### src/rtl/pc_seq_ctrl_if.sv
// pc_seq_ctrl_if: PC-update request and PC/EPC control bundle between control unit and sequencer
interface pc_seq_ctrl_if;
  logic        start;
  logic [2:0]  kind;
  logic        cond;
  logic        exc_opc;
  logic        exc_ovf;
  logic        exc_div0;
  logic [2:0]  sel;
  logic        pc_write;
  logic        epc_write;
  logic        vec_rd;
  logic [31:0] vec_addr;
  logic        busy;
  logic        done;
  modport master (
    output start, kind, cond, exc_opc, exc_ovf, exc_div0,
    input  sel, pc_write, epc_write, vec_rd, vec_addr, busy, done
  );
  modport slave (
    input  start, kind, cond, exc_opc, exc_ovf, exc_div0,
    output sel, pc_write, epc_write, vec_rd, vec_addr, busy, done
  );
endinterface

### src/rtl/pc_seq_ctrl.sv
// pc_seq_ctrl: PC source mux / PC+EPC write sequencer with exception vector fetch
module pc_seq_ctrl #(
  parameter int unsigned MEM_LAT = 2,
  parameter logic [31:0] VEC_OPC = 32'd253,
  parameter logic [31:0] VEC_OVF = 32'd254,
  parameter logic [31:0] VEC_DIV = 32'd255
) (
  input logic          clk,
  input logic          reset,
  pc_seq_ctrl_if.slave bus
);
  typedef enum logic [2:0] {IDLE, UPD, EXC, WAIT, LOAD} state_e;
  state_e      state_q, state_d;
  logic [2:0]  kind_q, kind_d;
  logic        cond_q, cond_d;
  logic [31:0] vec_q, vec_d;
  logic [3:0]  cnt_q, cnt_d;
  logic [2:0]  sel_q, sel_d, upd_sel;
  logic        pc_write_q, pc_write_d;
  logic        epc_write_q, epc_write_d;
  logic        vec_rd_q, vec_rd_d;
  logic [31:0] vec_addr_q, vec_addr_d;
  logic        busy_q, busy_d;
  logic        done_q, done_d;
  logic        illegal, exc;
  always_comb begin
    state_d = state_q;
    kind_d  = kind_q;
    cond_d  = cond_q;
    vec_d   = vec_q;
    cnt_d   = cnt_q;
    illegal = bus.kind > 3'd4;
    exc     = bus.exc_opc | bus.exc_ovf | bus.exc_div0 | illegal;
    case (state_q)
      // busy_q still reflects the final UPD/LOAD output cycle, so a start
      // overlapping that cycle is dropped rather than accepted early
      IDLE: if (bus.start && !busy_q) begin
        kind_d  = bus.kind;
        cond_d  = bus.cond;
        vec_d   = (bus.exc_opc || illegal) ? VEC_OPC : bus.exc_ovf ? VEC_OVF : VEC_DIV;
        state_d = exc ? EXC : UPD;
      end
      EXC: begin
        cnt_d   = 4'(MEM_LAT - 1);
        state_d = (MEM_LAT == 1) ? LOAD : WAIT;
      end
      WAIT: begin
        cnt_d   = cnt_q - 4'd1;
        state_d = (cnt_q == 4'd1) ? LOAD : WAIT;
      end
      default: state_d = IDLE;
    endcase
  end
  always_comb begin
    upd_sel     = (kind_q == 3'd0 || kind_q == 3'd3) ? 3'b001 :
                  (kind_q == 3'd1) ? (cond_q ? 3'b010 : 3'b011) :
                  (kind_q == 3'd2) ? 3'b100 : 3'b101;
    sel_d       = (state_q == UPD) ? upd_sel : (state_q == LOAD) ? 3'b000 : 3'b011;
    pc_write_d  = (state_q == UPD && !(kind_q == 3'd1 && !cond_q)) || state_q == LOAD;
    epc_write_d = state_q == EXC;
    vec_rd_d    = state_q == EXC;
    vec_addr_d  = (state_q == EXC) ? vec_q : vec_addr_q;
    busy_d      = state_q != IDLE;
    done_d      = state_q == UPD || state_q == LOAD;
  end
  always_ff @(posedge clk) begin
    if (reset) begin
      state_q     <= IDLE;
      kind_q      <= 3'd0;
      cond_q      <= 1'b0;
      vec_q       <= 32'd0;
      cnt_q       <= 4'd0;
      sel_q       <= 3'b011;
      pc_write_q  <= 1'b0;
      epc_write_q <= 1'b0;
      vec_rd_q    <= 1'b0;
      vec_addr_q  <= 32'd0;
      busy_q      <= 1'b0;
      done_q      <= 1'b0;
    end else begin
      state_q     <= state_d;
      kind_q      <= kind_d;
      cond_q      <= cond_d;
      vec_q       <= vec_d;
      cnt_q       <= cnt_d;
      sel_q       <= sel_d;
      pc_write_q  <= pc_write_d;
      epc_write_q <= epc_write_d;
      vec_rd_q    <= vec_rd_d;
      vec_addr_q  <= vec_addr_d;
      busy_q      <= busy_d;
      done_q      <= done_d;
    end
  end
  assign bus.sel       = sel_q;
  assign bus.pc_write  = pc_write_q;
  assign bus.epc_write = epc_write_q;
  assign bus.vec_rd    = vec_rd_q;
  assign bus.vec_addr  = vec_addr_q;
  assign bus.busy      = busy_q;
  assign bus.done      = done_q;
  a_pc_epc_excl: assert property (@(posedge clk) !(pc_write_q && epc_write_q));
endmodule
### src/flat_wrapper.sv
// flat-port wrapper written by rule: the top's interface ports become plain ports
module pc_seq_ctrl_flat 
#(
  parameter int unsigned MEM_LAT = 2,
  parameter logic [31:0] VEC_OPC = 32'd253,
  parameter logic [31:0] VEC_OVF = 32'd254,
  parameter logic [31:0] VEC_DIV = 32'd255
)
  (clk, reset, bus_start, bus_kind, bus_cond, bus_exc_opc, bus_exc_ovf, bus_exc_div0, bus_sel, bus_pc_write, bus_epc_write, bus_vec_rd, bus_vec_addr, bus_busy, bus_done);
  pc_seq_ctrl_if bus_i ();
  input logic clk;
  input logic reset;
  input wire logic [$bits(bus_i.start)-1:0] bus_start;
  input wire logic [$bits(bus_i.kind)-1:0] bus_kind;
  input wire logic [$bits(bus_i.cond)-1:0] bus_cond;
  input wire logic [$bits(bus_i.exc_opc)-1:0] bus_exc_opc;
  input wire logic [$bits(bus_i.exc_ovf)-1:0] bus_exc_ovf;
  input wire logic [$bits(bus_i.exc_div0)-1:0] bus_exc_div0;
  output wire logic [$bits(bus_i.sel)-1:0] bus_sel;
  output wire logic [$bits(bus_i.pc_write)-1:0] bus_pc_write;
  output wire logic [$bits(bus_i.epc_write)-1:0] bus_epc_write;
  output wire logic [$bits(bus_i.vec_rd)-1:0] bus_vec_rd;
  output wire logic [$bits(bus_i.vec_addr)-1:0] bus_vec_addr;
  output wire logic [$bits(bus_i.busy)-1:0] bus_busy;
  output wire logic [$bits(bus_i.done)-1:0] bus_done;
  assign bus_i.start = bus_start;
  assign bus_i.kind = bus_kind;
  assign bus_i.cond = bus_cond;
  assign bus_i.exc_opc = bus_exc_opc;
  assign bus_i.exc_ovf = bus_exc_ovf;
  assign bus_i.exc_div0 = bus_exc_div0;
  assign bus_sel = bus_i.sel;
  assign bus_pc_write = bus_i.pc_write;
  assign bus_epc_write = bus_i.epc_write;
  assign bus_vec_rd = bus_i.vec_rd;
  assign bus_vec_addr = bus_i.vec_addr;
  assign bus_busy = bus_i.busy;
  assign bus_done = bus_i.done;
  pc_seq_ctrl #(.MEM_LAT(MEM_LAT), .VEC_OPC(VEC_OPC), .VEC_OVF(VEC_OVF), .VEC_DIV(VEC_DIV)) u_core (.clk(clk), .reset(reset), .bus(bus_i));
endmodule
### config.mk
export PLATFORM = sky130hd
export DESIGN_NAME = pc_seq_ctrl_flat
export DESIGN_NICKNAME = d
export VERILOG_FILES = /design/src/rtl/pc_seq_ctrl_if.sv /design/src/rtl/pc_seq_ctrl.sv /design/src/flat_wrapper.sv
export SDC_FILE = /design/constraint.sdc
export NUM_CORES = 1
export LEC_CHECK = 0
export BUFFER_PORTS_ARGS = -buffer_cell sky130_fd_sc_hd__buf_2
export CAP_MARGIN = 25
export CORE_MARGIN = 1.5
export CORE_UTILIZATION = 30
export DETAILED_ROUTE_END_ITERATION = 7
export GPL_ROUTABILITY_DRIVEN = 0
export SYNTH_ARGS = -nofsm -noshare
export SYNTH_HDL_FRONTEND = slang
export SYNTH_SLANG_ARGS = --single-unit
### constraint.sdc
create_clock -name clk -period 1.3 [get_ports clk]
set_input_delay 0 -clock clk [delete_from_list [all_inputs] [get_ports clk]]
set_output_delay 0 -clock clk [all_outputs]
set_load 0.01 [all_outputs]
==> results of run 1 <==
[timing repair]
item	in CTS	in global routing
endpoints found under the setup margin	0	14
endpoints found under the hold margin	4	0
hold buffers	4	0
gates resized for setup	0	7
[cell type report]
type | count | area (um^2) | share of cell area (%)
multi-input combinational | 103 | 589 | 41.4
timing repair buffer | 37 | 225 | 15.8
inverter | 3 | 11.3 | 0.791
clock buffer | 4 | 55.1 | 3.87
sequential | 24 | 480 | 33.7
tap | 50 | 62.6 | 4.39
[worst max-delay path, cell delays in order (launching register included)]
cell and delay (ns):
dfxtp_1 0.32, or3_4 0.40, buf_4 0.15, o21ai_0 0.18
o41ai_1 0.10
[state kept, by name, indices dropped and copies added (netlist names)]
signal and flops:
u_core.cnt_q 4, u_core.bus.pc_write 1, u_core.cond_q 1, u_core.bus.epc_write 1
u_core.vec_q 3, u_core.kind_q 3, u_core.bus.done 1, u_core.bus.sel 3
u_core.bus.busy 1, u_core.state_q 3, u_core.bus.vec_addr 3
[cell usage in the layout, fill, tap and decap left out, types with 2 or more instances in the layout]
cell type      Yosys  final
buf_2              1     25
conb_1             1     24
dfxtp_1           24     24
a21oi_1           14     14
o21ai_0           10      9
nand2_1            8      8
buf_4             30      8
nor3_1             7      6
nand3_1            4      4
nor2_1             4      4
clkbuf_8           0      4
dlygate4sd3_1      0      4
inv_1              3      3
nand3b_1           3      3
nor2b_1            4      3
nand4b_1           2      2
a31oi_1            2      2
nand2b_1           3      2
o41ai_1            2      2
nor4_1             2      2
ha_1               2      2
[routing by layer]
layer | GRT usage, % | routed length, um
met1 | 14.7 | 1110
met2 | 16.1 | 947
met3 | 1.35 | 126
met4 | 3.83 | 0
met5 | 0 | 0
[through the flow]
stage | power (W) | hold WS (ns) | setup WS [ns] | util [%]
2_1_floorplan | 0.00120 | 0.0966 | -0.103 | -
3_3_place_gp | 0.00127 | 0.200 | 0.0461 | 32.8
3_5_place_dp | 0.00127 | 0.214 | 0.0249 | 32.8
4_1_cts | 0.00178 | 0.000397 | 0.00151 | 35.2
5_1_grt | 0.00190 | 0.00906 | -0.0352 | 35.9
6_report | 0.00180 | 0.00367 | 0.0329 | 35.9
[report_power, final]
group | switching (W) | total (W) | leakage, nW | internal, W
clock network | 0.000235 | 0.000505 | 0.0288 | 0.000270
registers | 0.0000404 | 0.000839 | 0.196 | 0.000799
logic | 0.000257 | 0.000452 | 0.380 | 0.000195
total | 0.000532 | 0.00180 | 0.604 | 0.00126
[path summary, 6_finish.rpt]
path | from | to | slack (ns) | cells past startpoint
hold reg to reg | u_core.vec_q[1]$_SDFFE_PP0P_ | u_core.bus.vec_addr[1]$_SDFFE_PP0N_ | 0.46 | 2
setup reg to reg | u_core.state_q[0]$_SDFFE_PP0P_ | u_core.vec_q[1]$_SDFFE_PP0P_ | 0.03 | 4
setup / recovery | u_core.state_q[0]$_SDFFE_PP0P_ | u_core.vec_q[1]$_SDFFE_PP0P_ | 0.03 | 4
hold / removal | bus_kind[0] | u_core.kind_q[0]$_SDFFE_PP0P_ | 0.004 | 3
[cell families (layout without fill, tap and decap cells)]
family,count (synthesis),count (layout),synth area share (%)
other cells,1,24,0.304
simple gates,42,42,19.3
buf+inv,41,44,22.4
fa+ha+maj,2,2,2.03
xor+xnor,1,1,0.710
compound gates,34,34,16.3
flops,24,24,38.9
==> run summary, run 1 <==
======================================================================================================
Result of the run                                                                         complete, no violations
First-pass detailed-route iteration total                                                            4
Ratio of total power to cell area                                                         1260 mW/mm^2
Slew Limit Fails                                                                                     0
Fillcell total                                                                                     427
First DRT Iteration DRCs                                                                            34
GRT Total Usage                                                                                  10.4%
Post-synth top flop                                                                            dfxtp_1
Nature of the critical path endpoint                                                          register
Global-route wire length before repair                                                         3620 um
Cell count after placement                                                                         213
Vertical extent of the die                                                                     67.1 um
Clock buffer count from CTS                                                                          3
Ant. Diodes                                                                                          0
Leakage power figure                                                                          0.604 nW
Critical path launch point type                                                               register
Total cell area at the placement stage                                                    0.00130 mm^2
Area inside the core boundary                                                             0.00397 mm^2
WP data arrival                                                                                1.41 ns
Post-synthesis instance area                                                              0.00123 mm^2
Setup TNS                                                                                         0 ns
Clock insertion delay at the later pin of the skew report                                      0.26 ns
Total DRC errors in the routed layout                                                                0
Library cell with the largest summed area after synthesis                                      dfxtp_1
Setup repair after global routing missed its margin                                                yes
Area share of the largest cell type after synthesis                                              38.9%
Final non-filler cell area                                                                0.00142 mm^2
Total of endpoints with negative setup slack in the final report                                     0
Syn. warnings                                                                                        0
Type of the setup path with the least slack                                               register to register
Clock transition at the register clock pins on the worst setup and hold paths after CTS        0.08 ns
X dimension of the die                                                                         67.1 um
Final standard cell count with taps included and fillers excluded                                  221
Fraction of final layout cells with drive strength greater than 1                                25.7%
Share of the clock period used by the worst path after layout                                    97.5%
Synth top cells by count                                                                  buf_4, dfxtp_1, a21oi_1
Via count normalized by instance count                                                            4.36
Number of nets in the final layout                                                                 184
Sum of overflow across all layers after global routing                                               0
Final Hold Fails                                                                                     0
Final ANT Viol Nets                                                                                  0
Per-cell routed wire length                                                                    9.87 um
Maximum fanout encountered on the critical timing path                                               4
Number of synthesized flops with an enable pin                                                       0
Clk_skew                                                                                    0.00176 ns
Clock tree from TritonCTS                                                                         done
Fraction of the yosys area taken by sequential cells                                             38.9%
Via total after detailed routing                                                                   963
VDD IR-drop max                                                                               0.408 mV
Number of unique standard cell types used by synthesis                                              33
Reported max-cap violation count                                                                     0
H-tree depth                                                                                         1
Post-synthesis register bit count                                                                   24
Library cell used as clock root buffer                                                        clkbuf_8
Via count of the first global-routing pass                                                         804
Starting density of the core                                                                     31.1%
Area Overhead vs Synth                                                                           15.4%
Largest cells by area after synthesis                                                     dfxtp_1, buf_4, a21oi_1
Endpoint required time on the critical path                                                    1.45 ns
Largest net degree at the start of global routing                                                   19
Most common cell in the netlist                                                                  buf_4
CTS sink count                                                                                      24
Placement row count                                                                                 23
Number of buffers on the longest clock path                                                          2
Number of instances in the synthesized netlist                                                     145
Worst hold path type                                                                      input pin to register
Count of input and output buffers                                                                   25
HPWL after DPL                                                                                 1580 um
Number of setup buffers added after CTS                                                              0
Final worst path period need                                                                   1.27 ns
Post-synthesis async set-or-reset flop share                                                        0%
Slew at the pin with the worst max-slew slack                                                 0.490 ns
Total length of routed wires                                                                   2180 um
Ports                                                                                               50
Die ar.                                                                                   0.00451 mm^2
Worst slew slack as a fraction of its limit                                                      67.1%
Peak clock frequency supported by timing                                                     0.789 GHz
Number of antenna violations at the first check in global routing                                    0
Post-Synthesis Mean Instance Area                                                            8.51 um^2
======================================================================================================
Note: power is estimated with default switching activity, not from simulation.
==> run 2: changes to the inputs <==
--- a/config.mk
+++ b/config.mk
@@ -5,12 +5,12 @@
 export SDC_FILE = /design/constraint.sdc
 export NUM_CORES = 1
 export LEC_CHECK = 0
+export ABC_AREA = 1
 export BUFFER_PORTS_ARGS = -buffer_cell sky130_fd_sc_hd__buf_2
 export CAP_MARGIN = 25
 export CORE_MARGIN = 1.5
 export CORE_UTILIZATION = 30
 export DETAILED_ROUTE_END_ITERATION = 7
-export GPL_ROUTABILITY_DRIVEN = 0
 export SYNTH_ARGS = -nofsm -noshare
 export SYNTH_HDL_FRONTEND = slang
 export SYNTH_SLANG_ARGS = --single-unit
==> run summary, run 2 <==
======================================================================================================
Clock tree from TritonCTS                                                                         done
Library cell used as clock root buffer                                                        clkbuf_8
Sum of overflow across all layers after global routing                                               0   unchanged
Ant. Diodes                                                                                          0   unchanged
Vertical extent of the die                                                                     67.2 um   +0.15%
Number of buffers on the longest clock path                                                          2   unchanged
H-tree depth                                                                                         1   unchanged
Per-cell routed wire length                                                                    8.24 um   -17%
Most common cell in the netlist                                                                  buf_4
Via count normalized by instance count                                                            3.93   -9.8%
Starting density of the core                                                                     31.2%   +0.095 points
GRT Total Usage                                                                                  9.07%   -1.3 points
X dimension of the die                                                                         67.2 um   +0.15%
Area share of the largest cell type after synthesis                                              38.8%   -0.12 points
Total length of routed wires                                                                   1940 um   -11%
Result of the run                                                                         complete, no violations
Syn. warnings                                                                                        0   unchanged
Worst hold path type                                                                      input pin to register
Slew Limit Fails                                                                                     0   unchanged
Number of gates resized after CTS                                                                    0   unchanged
Clock buffer count from CTS                                                                          3   unchanged
Post-synth top flop                                                                            dfxtp_1
WP data arrival                                                                                1.25 ns   -0.16 ns
Worst Path Buf+Inv                                                                                   0   -1
Slowest cell on the critical path                                                              dfxtp_1
Worst R2R Setup Slack                                                                          0.20 ns   +0.17 ns
Number of unique standard cell types used by synthesis                                              23   -30%
Number of setup buffers added after CTS                                                              0   unchanged
Number of synthesized flops with an enable pin                                                       0   unchanged
Type of the setup path with the least slack                                               register to register
Placement row count                                                                                 23   unchanged
First DRT Iteration DRCs                                                                            36   +5.9%
Fraction of the yosys area taken by sequential cells                                             38.8%   -0.12 points
Critical path origin                                                                      u_core.state_q[0]$_SDFFE_PP0P_
Via total after detailed routing                                                                   924   -4.0%
Final Hold Fails                                                                                     0   unchanged
Clock insertion delay at the later pin of the skew report                                      0.26 ns   about the same
Maximum fanout encountered on the critical timing path                                               7   +3
VDD IR-drop max                                                                               0.509 mV   +25%
Endpoint required time on the critical path                                                    1.46 ns   about the same
Fraction of final layout cells with drive strength greater than 1                                20.5%   -5.2 points
Share of the clock period used by the worst path after layout                                    84.3%   -13 points
Final ANT Viol Nets                                                                                  0   unchanged
Library cell with the largest summed area after synthesis                                      dfxtp_1
Synth top cells by count                                                                  buf_4, dfxtp_1, nand2_1
Post-synthesis async set-or-reset flop share                                                        0%   unchanged
Delay of the slowest cell on the worst path                                                    0.35 ns   -0.05 ns
Largest cells by area after synthesis                                                     dfxtp_1, buf_4, nand2_1
Largest net degree at the start of global routing                                                   15   -4
Setup crit end                                                                            u_core.kind_q[2]$_SDFFE_PP0P_
Final non-filler cell area                                                                0.00134 mm^2   -6.0%
Peak clock frequency supported by timing                                                     0.913 GHz   +16%
Commonest non-fill, non-tap cells in the layout                                           buf_2, conb_1, dfxtp_1
Most common cell after layout, fill and taps aside                                               buf_2
Clk_skew                                                                                    0.00249 ns   +0.000730 ns
Number of antenna violations at the first check in global routing                                    0   unchanged
Via count of the first global-routing pass                                                         781   -2.9%
Last weighted congestion value of the routability-driven placer                                  0.772
FF-to-FF path depth                                                                                  4   unchanged
Largest register FFs                                                                                 4   unchanged
Ordered list of cells on the worst path                                                   nor2_4 > nand3_1 > o21ai_0 > nor2_1
Launch instance of the worst register-to-register path                                    u_core.state_q[0]$_SDFFE_PP0P_
Final worst path period need                                                                   1.10 ns   -0.171 ns
Die ar.                                                                                   0.00452 mm^2   +0.30%
Post-synthesis register bit count                                                                   24   unchanged
Hold_ws                                                                                      0.0173 ns   +0.0137 ns
Leakage power figure                                                                          0.657 nW   +8.8%
Number of nets in the final layout                                                                 198   +7.6%
Post-place setup slack                                                                        0.197 ns   +0.173 ns
Reported max-cap violation count                                                                     0   unchanged
Critical path launch point type                                                               register
Count of input and output buffers                                                                   25   unchanged
Final Worst Setup Slack                                                                       0.204 ns   +0.171 ns
CTS sink count                                                                                      24   unchanged
Total DRC errors in the routed layout                                                                0   unchanged
Area inside the core boundary                                                             0.00397 mm^2   unchanged
Reg with most FFs                                                                         u_core.cnt_q
Area Overhead vs Synth                                                                           8.19%
Endpoint of the worst-slack reg-to-reg timing path                                        u_core.kind_q[2]$_SDFFE_PP0P_
Post-synthesis instance area                                                              0.00124 mm^2   +0.30%
Total of endpoints with negative setup slack in the final report                                     0   unchanged
Nature of the critical path endpoint                                                          register
Gate family responsible for the most delay along the worst path                           simple AND/OR/NAND/NOR gates
Setup repair after global routing missed its margin                                                 no
Post-Synthesis Mean Instance Area                                                            7.55 um^2   -11%
Global-route wire length before repair                                                         3180 um   -12%
Path length in cells of the critical path                                                            4   unchanged
Clock transition at the register clock pins on the worst setup and hold paths after CTS        0.08 ns   about the same
First-pass detailed-route iteration total                                                            4   unchanged
Total cell area at the placement stage                                                    0.00127 mm^2   -2.2%
HPWL after DPL                                                                                 1590 um   +0.32%
Ratio of total power to cell area                                                         1680 mW/mm^2   +33%
Post-layout utilization of the core                                                              33.7%   -2.1 points
Ports                                                                                               50   unchanged
Number of instances in the synthesized netlist                                                     164   +13%
Setup TNS                                                                                         0 ns   unchanged
Fillcell total                                                                                     439   +2.8%
======================================================================================================
==> run 2: cells by family (layout without fill, tap and decap cells) <==
| logic type | after synthesis | in the layout | share of synthesized area (%) |
|---|---|---|---|
| AO/OA/AOI/OAI | 23 | 23 | 9.91 |
| adder cells (fa/ha/maj) | 2 | 2 | 2.02 |
| buffers and inverters | 54 | 52 | 25.9 |
| flip-flops | 24 | 24 | 38.8 |
| other | 1 | 24 | 0.303 |
| AND/OR/NAND/NOR | 60 | 60 | 23.1 |
==> run 2: final cells by class <==
cell class	instances	area [um^2]	share of cell area [%]
multi-input cells	109	523	39.1
flip-flops and latches	24	480	35.9
repair buffers	26	135	10.1
inverters	22	82.6	6.17
well taps	50	62.6	4.67
clock buffers	4	55.1	4.11
==> run 2: power breakdown <==
part           switching [W]  total (W)  internal [W]  leakage [nW]
Clock               0.000224   0.000494      0.000270        0.0288
Combinational       0.000480   0.000748      0.000268         0.432
Sequential          0.000108    0.00100      0.000896         0.196
Total               0.000812    0.00225       0.00143         0.657
==> run 2: worst min-delay path by stage <==
stage                      startpoint                       endpoint  slack (ns)  cells past startpoint
after floorplan           bus_exc_ovf   u_core.vec_q[0]$_SDFFE_PP0P_        0.16                      3
after global placement       bus_cond     u_core.cond_q$_SDFFE_PP0P_        0.27                      3
after detailed placement     bus_cond     u_core.cond_q$_SDFFE_PP0P_        0.26                      3
after CTS                 bus_kind[0]  u_core.kind_q[0]$_SDFFE_PP0P_        0.02                      3
after global routing            reset   u_core.vec_q[6]$_SDFFE_PP0P_        0.03                      2
final                     bus_kind[0]  u_core.kind_q[0]$_SDFFE_PP0P_        0.02                      3
==> run 2: tightest hold or removal path, delay by kind of cell <==
| family | cells | cell delay (ns) |
|---|---|---|
| buffers and inverters | 1 | 0.09 |
| AOI/OAI and AO/OA | 1 | 0.08 |
| and+or+nand+nor | 1 | 0.07 |
==> run 2: what timing repair did <==
action / in CTS / in global routing
hold buffers: 1 / 0
endpoints found under the setup margin: 0 / 0
endpoints found under the hold margin: 1 / 0
==> run 2: metrics by stage <==
stage | power, W | std cells
2_1_floorplan | 0.00168 | 187
3_3_place_gp | 0.00177 | 230
3_5_place_dp | 0.00178 | 230
4_1_cts | 0.00227 | 235
5_1_grt | 0.00245 | 235
6_report | 0.00225 | 235
==> run 2: layer usage <==
metal	GRT usage (%)	routed length (um)
met5	0	0
met4	1.53	0
met3	2.50	101
met2	16.3	950
met1	10.9	885
